==> config.mk <==
export PLATFORM = sky130hd
export DESIGN_NAME = mw_sync_fifo
export DESIGN_NICKNAME = d
export VERILOG_FILES = /design/src/rtl/mw_sync_fifo.sv
export SDC_FILE = /design/constraint.sdc
export NUM_CORES = 2
export LEC_CHECK = 0
export BUFFER_PORTS_ARGS = -buffer_cell sky130_fd_sc_hd__buf_2
export CORE_MARGIN = 3
export CORE_UTILIZATION = 42
export CTS_CLUSTER_DIAMETER = 80
export DETAILED_ROUTE_END_ITERATION = 8
export SLEW_MARGIN = 15
export SYNTH_ARGS = -nofsm -noshare
export SYNTH_HDL_FRONTEND = slang
export SYNTH_SLANG_ARGS = --single-unit
==> constraint.sdc <==
create_clock -name Clk -period 10.77 [get_ports Clk]
set_input_delay 2.154 -clock Clk [delete_from_list [all_inputs] [get_ports Clk]]
set_output_delay 2.154 -clock Clk [all_outputs]
set_load 0.01 [all_outputs]
==> src/rtl/mw_sync_fifo.sv <==
// mw_sync_fifo
//   Single-clock FIFO that accepts up to WR_LANES entries per cycle and
//   delivers one entry per cycle through a registered, stall-gated read port.
//   Enabled write lanes are compacted in ascending lane order, so a sparse
//   enable pattern never leaves holes in storage.
//
// Optional feature (compile-time macro): FIFO_OVERFLOW_GUARD_EN
//   Defined   : a write cycle that does not fit is dropped whole, and the
//               sticky Overflow_out flag is raised until reset.
//   Undefined : no guard logic and Overflow_out is tied 0. The producer must
//               respect Full_out.
//
// Ports
//   Clk             sole clock, rising edge
//   Clear_n_in      synchronous active-low reset
//   Data_in         WR_LANES packed entries, lane k at [k*DATA_WIDTH +: DATA_WIDTH]
//   WriteEn_in      per-lane write enable, any pattern
//   Full_out        free slots < WR_LANES
//   AlmostFull_out  free slots <= AFULL_MARGIN
//   Overflow_out    sticky overflow (guard build only, else 0)
//   Stall_in        blocks reads while high
//   ReadEn_in       read request
//   Data_out        registered read data, holds when no pop
//   Data_valid_out  Data_out carries a newly popped entry this cycle
//   Empty_out       count == 0
//   Count_out       occupancy 0..DEPTH
//
// Handshake: the write side has no ready; Full_out is the producer's
// back-pressure and must be honoured before the edge. On the read side a
// request (ReadEn_in) is accepted at an edge only when Stall_in is low and
// Empty_out is high-false; an accepted request shows Data_valid_out=1 with
// its entry on Data_out right after that edge. Flags and Count_out come only
// from registers.
module mw_sync_fifo #(
  parameter int DATA_WIDTH    = 65,
  parameter int ADDRESS_WIDTH = 4,
  parameter int WR_LANES      = 2,
  parameter int AFULL_MARGIN  = 2
) (
  input  logic                           Clk,
  input  logic                           Clear_n_in,
  input  logic [WR_LANES*DATA_WIDTH-1:0] Data_in,
  input  logic [WR_LANES-1:0]            WriteEn_in,
  output logic                           Full_out,
  output logic                           AlmostFull_out,
  output logic                           Overflow_out,
  input  logic                           Stall_in,
  input  logic                           ReadEn_in,
  output logic [DATA_WIDTH-1:0]          Data_out,
  output logic                           Data_valid_out,
  output logic                           Empty_out,
  output logic [ADDRESS_WIDTH:0]         Count_out
);

  localparam int DEPTH = 1 << ADDRESS_WIDTH;
  localparam int CW    = ADDRESS_WIDTH + 1;
  localparam logic [CW-1:0] DEPTH_C  = CW'(DEPTH);
  localparam logic [CW-1:0] LANES_C  = CW'(WR_LANES);
  localparam logic [CW-1:0] MARGIN_C = CW'(AFULL_MARGIN);

  logic [DATA_WIDTH-1:0]    mem [DEPTH];
  logic [ADDRESS_WIDTH-1:0] wp;
  logic [ADDRESS_WIDTH-1:0] rp;
  logic [CW-1:0]            count;
  logic [CW-1:0]            free_slots;
  logic [CW-1:0]            nwr;
  logic [CW-1:0]            nwr_eff;
  logic [ADDRESS_WIDTH-1:0] lane_off [WR_LANES];
  logic [WR_LANES-1:0]      wr_en_eff;
  logic                     rd;
  logic                     wr_ok;

  // Each enabled lane lands at wp plus the number of enabled lanes below it;
  // the running sum at the end is the number of entries written this cycle.
  always_comb begin
    nwr = '0;
    for (int k = 0; k < WR_LANES; k++) begin
      lane_off[k] = ADDRESS_WIDTH'(nwr);
      nwr         = nwr + CW'(WriteEn_in[k]);
    end
  end

  assign free_slots     = DEPTH_C - count;
  assign Empty_out      = (count == '0);
  assign Full_out       = (free_slots < LANES_C);
  assign AlmostFull_out = (free_slots <= MARGIN_C);
  assign Count_out      = count;

  // Reads use pre-edge state, so an entry written this cycle is not poppable.
  assign rd = ReadEn_in & ~Stall_in & ~Empty_out;

`ifdef FIFO_OVERFLOW_GUARD_EN
  logic ovf_q;

  // The slot freed by a same-cycle pop counts as room for this cycle's writes.
  assign wr_ok = ({1'b0, nwr} <= ({1'b0, free_slots} + {{CW{1'b0}}, rd}));

  always_ff @(posedge Clk) begin
    if (!Clear_n_in)
      ovf_q <= 1'b0;
    else if (!wr_ok)
      ovf_q <= 1'b1;
  end

  assign Overflow_out = ovf_q;
`else
  assign wr_ok        = 1'b1;
  assign Overflow_out = 1'b0;
`endif

  assign wr_en_eff = wr_ok ? WriteEn_in : '0;
  assign nwr_eff   = wr_ok ? nwr : '0;

  // Storage is not reset; pointers reset instead, so stale contents are
  // never visible.
  always_ff @(posedge Clk) begin
    if (Clear_n_in) begin
      for (int k = 0; k < WR_LANES; k++) begin
        if (wr_en_eff[k])
          mem[wp + lane_off[k]] <= Data_in[k*DATA_WIDTH +: DATA_WIDTH];
      end
    end
  end

  always_ff @(posedge Clk) begin
    if (!Clear_n_in) begin
      wp             <= '0;
      rp             <= '0;
      count          <= '0;
      Data_out       <= '0;
      Data_valid_out <= 1'b0;
    end else begin
      wp             <= wp + ADDRESS_WIDTH'(nwr_eff);
      count          <= count + nwr_eff - CW'(rd);
      Data_valid_out <= rd;
      if (rd) begin
        Data_out <= mem[rp];
        rp       <= rp + ADDRESS_WIDTH'(1);
      end
    end
  end

endmodule

# Word-level counts from Yosys, hierarchy flattened
# Memory sizes are Yosys's and may differ from the RTL's. A register that Yosys moved wholly into a read port is not among the register bits.
# Cells that the tools add are included.
classes:
  add_sub_neg: 7
  magnitude_cmp: 2
  n_mux: 6
  bitwise: 4
  n_reduce_logical: 2
ops:
  columns: ["op", "count"]
  rows:
  - ["1-bit two-way mux", 6]
  - ["5-bit by 2-bit adder with 5-bit output", 1]
  - ["5-bit by 2-bit <= comparator with 1-bit output (second input constant)", 1]
  - ["5-bit zero test", 1]
  - ["5-bit by 2-bit < comparator with 1-bit output (second input constant)", 1]
  - ["5-bit by 1-bit subtractor with 5-bit output", 1]
  - ["5-bit subtractor (first input constant)", 1]
  - ["4-bit by 1-bit adder with 4-bit output", 1]
  - ["4-bit by 1-bit adder with 4-bit output (second input constant)", 1]
  - ["4-bit by 2-bit adder with 4-bit output", 1]
  - ["1-bit by 1-bit adder with 2-bit output", 1]
  - ["1-bit bitwise AND", 2]
  - ["1-bit NOT", 2]
  - ["1-bit zero test", 1]
word_totals:
  ff_bits: 14
  mem_bits_rw: 1040
  in_bits: 136
  out_inout_bits: 75
  elab_cells: 26
  n_memories: 1
mem_list:
  columns: ["memory", "depth", "width", "rd", "rd_ports_with_merged_regs", "wr", "line_no", "rtl"]
  rows:
  - ["mem", 16, 65, 1, 1, 2, "61", "logic [DATA_WIDTH-1:0] mem [DEPTH];"]

# Depth between registers and ports, before layout
logic_depth:
  depth_word: 4
  ltp_mapped: 13
  mapped_depth_nobuf: 13

# Worst setup path before layout
# OpenSTA, ideal clock, no wires.
synth_path:
  path_kind: "input -> register"
  start: "input WriteEn_in[0]"
  end: "memory mem[15][0] (enable)"
  setup_time_ns: 0.578
  arrival_time_ns: 8.177
  t_required_ns: 10.192
  path_slack_ns: 2.015
  stages: 8
  path_buffers: 3
  cell_sequence: "ha_1 -> ha_1 -> clkbuf_1 -> and4_1 -> buf_2 -> clkbuf_1 -> a22oi_1 -> o21ai_0"
synth_lines:
  columns: ["element", "line_no", "rtl"]
  rows:
  - ["from (decl)", "43", "input logic [WR_LANES-1:0] WriteEn_in,"]
  - ["to (decl)", "61", null]

==> metrics.md <==
| Metric | Value |
|---|---|
| CP dominant cell by count | `buf_4` |
| Fillers | `between 10,000 and 15,000` |
| R2r startpoint | `wp[0]` |
| Clock power frac | `39.7%` |
| Seq cells post-synth | `1,119` |
| Synth Area per Inst | `15.6 µm²` |
| Gr ovfl total | `0` |
| Routed length per instance | `32.6 µm` |
| Die area | `134,000 µm²` |
| I/O Pins | `211` |
| Slew HR | `between 10% and 20%` |
| Sw Share | `~26%` |
| CP max stage delay | `840 ps` |
| Initial antenna violation count | `10` |
| Final setup vio count | `0` |
| WP buf/inv | `5` |
| Die Span Y | `366 µm` |
| Hold EP | `Data_out[18]` |
| Drt pass-1 iters | `6` |
| Hold Crit Start | `Data_out[18]` |
| Min-delay worst type | `reg2reg` |
| Fin cells | `5,352` |
| Clock skew | `around 27 ps` |
| Post-synth EDFFs | `1,040` |
| Die width | `366 µm` |
| Synthesis Warnings | `0` |
| Crit Path Category | `in2reg` |
| Core region area | `approximately 130,000 µm²` |
| CTS tree | `yes` |
| CP max-delay cell | `buf_4` |
| Tcrit/Tclk final | `54.0%` |
| Crit. End Element | `flip-flop` |
| Worst endpoint required time | `11,150 ps` |
| Reg clk slew, reported paths | `~60 ps` |
| Fmax | `around 0.17 GHz` |
| Clock buffer depth | `3` |
| CP Launch Type | `input pin` |
| Largest net degree at the start of global routing | `approximately 120` |
| Detail Route Antenna Nets | `0` |
| Mapped Nets | `3,650` |
| FF-to-FF path depth | `9` |
| Initial DRC Count | `~4,300` |
| PwrDens | `about 180 nW/µm²` |
| Seq/Total Area, Yosys | `60.2%` |
| Top cell type's share of synthesized area | `between 50% and 60%` |
| Hold Path Stages | `2` |
| Synth area leaders | `edfxtp_1, o2bb2ai_1, mux4_2, mux2_1, dfxtp_1` |
| Max-cap viol count | `0` |
| GPL Wtd Cong | `roughly 0.8` |
| Port Buffers | `209` |
| Clock Latency Late Sink | `just under 800 ps` |
| Total clock buffers created by CTS | `~130` |
| Area Growth Syn to Fin | `12.2%` |
| CTS hold repair buffers | `0` |
| H-tree level count | `4` |
| RSZ-0062 raised after global routing | `no` |
| Reg area | `32,800 µm²` |
| Delay-heaviest family, CP | `buffers and inverters` |
| Status | `completed` |
| Fin Hold WS | `492 ps` |
| Leak pwr | `18.6 nW` |
| Initial Utilization | `about 43%` |
| Cell internal pwr | `8.18 mW` |
| Worst path arrival time | `6190 ps` |
| Post-synth ARST share | `0%` |
| Max Slew Vio Count | `0` |
| TritonCTS sink count | `1,119` |
| Share of layout cells above drive strength 1 | `23.3%` |
| Synth Cell Area | `54,500 µm²` |
| Mapped Cells | `3,496` |
| First-pass GRT wire length | `255,000 µm` |
| Util after Layout | `47.7%` |
| DRC viols | `0` |
| Vias in the first global route | `35,600` |
| Resized Gates After CTS | `0` |
| Root buf cell | `clkbuf_16` |
| Placed cells | `5,116` |
| Setup TNS | `0 ps` |
| Vias | `~35,000` |
| Post-synth top flop | `edfxtp_1` |
| Routed WL | `174,000 µm` |
| Slew @ Worst Pin | `between 1000 and 1500 ps` |
| Worst-path fanout max | `between 40 and 50` |
| Post-synth cell types | `48` |
| Net switching power | `2.86 mW` |
| Logic pwr share | `14.8%` |
| DP HPWL | `slightly below 100,000 µm` |
| Cell accounting for the most synthesized area | `edfxtp_1` |
| Hold Violations, Final | `0` |
| Area of the multi-input gates | `20,300 µm²` |
| Net count, final | `between 3,000 and 4,000` |
| End of the worst register-to-register path | `mem[14][17]` |
| Worst VDD drop | `0.000159 V` |
| Post-CTS setup repair buffer count | `0` |
| # rows | `131` |
| Period minus WS final | `a little under 6000 ps` |
| Vias per Instance | `6.53` |
| Critical Path, Cell by Cell | `buf_2 -> ha_1 -> ha_1 -> nor3b_4 -> buf_4 -> buf_4 -> a22oi_1 -> o21ai_4 -> buf_4 -> buf_4` |
| All-Layer GR Usage | `25.8%` |
| Flop-to-flop setup slack | `6130 ps` |
| Sequential power share | `a little under half` |
[flip-flops by register name, summed over array words and instances, names as in the netlist]
register,flops
mem,1040
Data_out,65
Count_out,5
rp,4
wp,4
Data_valid_out,1
[Yosys cell counts (all sizes together), types with 4 or more instances]
cell	instances
a21oi	6
a22o	7
a22oi	68
and2	11
buf	182
clkbuf	211
dfxtp	79
edfxtp	1040
ha	16
inv	19
mux2	324
mux2i	67
mux4	260
nand2	269
nand2b	7
nand4b	4
nor2	11
nor2b	5
nor3	4
nor3b	4
o21ai	83
o22ai	8
o2bb2ai	780
or3	4
xnor2	5
[cells by family after synthesis]
logic type / after synthesis / share of synthesized area (%)
buf+inv: 412 / 3.33
simple gates: 328 / 2.56
compound gates: 959 / 14.6
mux: 651 / 18.7
fa+ha+maj: 18 / 0.441
xor+xnor: 8 / 0.129
flops: 1119 / 60.2
other cells: 1 / 0.00688
[cell usage in the layout (no fill, tap or decap), drive strengths merged, types with 8 or more instances in the layout]
cell type	count
dfxtp	79
edfxtp	1040
ha	16
mux4	260
buf	284
o2bb2ai	780
inv	25
mux2i	67
nand2	269
and2	11
a22oi	68
mux2	324
o21ai	83
clkbuf	188
o22ai	8
clkinv	32
nor2	11
[worst reg2reg max path, stage by stage, from the launching register on]
cell and delay, ps:
dfxtp_1 370, ha_1 250, ha_1 510, nor3b_4 250, buf_4 410, buf_4 840, a22oi_1 270, o21ai_4 170
buf_4 530, buf_4 640
[routing by layer]
metal | share of wire (%) | GRT usage (%) | vias up
met5 | 0.0075 | 0 | -
met4 | 2.9 | 8.07 | 2
met3 | 9.3 | 5.38 | 301
met2 | 47 | 40.5 | 1879
li1 | - | - | 14600
met1 | 41 | 36.1 | 18200
[power by group through the flow]
| stage | logic [mW] | registers (mW) | clock network, mW |
|---|---|---|---|
| final | 1.63 | 5.03 | 4.38 |
| after global routing | 1.75 | 5.05 | 4.61 |
| after CTS | 1.64 | 5.03 | 4.44 |
| after detailed placement | 1.64 | 5.12 | 0 |
| after global placement | 1.62 | 5.12 | 0 |
| after floorplan | 1.12 | 5.10 | 0 |
[cell type report]
| cell class | instances | share of cell area [%] |
|---|---|---|
| clock buffer | 188 | 6.12 |
| inverter | 19 | 0.117 |
| sequential | 1119 | 53.7 |
| multi-input combinational | 1965 | 33.1 |
| timing repair buffer | 284 | 2.67 |
| antenna | 3 | 0.0123 |
| clock inverter | 45 | 0.708 |
| tap | 1729 | 3.54 |
[stage by stage]
| step | worst slack, ps | cell area, µm² | total power, mW |
|---|---|---|---|
| floorplan | 2010 | 54500 | 6.22 |
| global placement | 4330 | 57000 | 6.74 |
| detailed placement | 4300 | 57000 | 6.76 |
| CTS | 5110 | 61100 | 11.1 |
| global route | 4940 | 61100 | 11.4 |
| finish | 4960 | 61100 | 11.0 |
[worst max-delay path by stage]
stage	cells past startpoint	startpoint	slack (ps)	end
3_3_place_gp	10	WriteEn_in[0]	4330	mem[14][21]
5_1_grt	10	WriteEn_in[0]	4940	mem[14][22]
4_1_cts	10	WriteEn_in[0]	5110	mem[14][22]
2_1_floorplan	8	WriteEn_in[0]	2010	mem[15][0]
3_5_place_dp	10	WriteEn_in[0]	4300	mem[14][32]
6_report	10	WriteEn_in[0]	4960	mem[14][17]
Power figures use the tool's default switching activity.
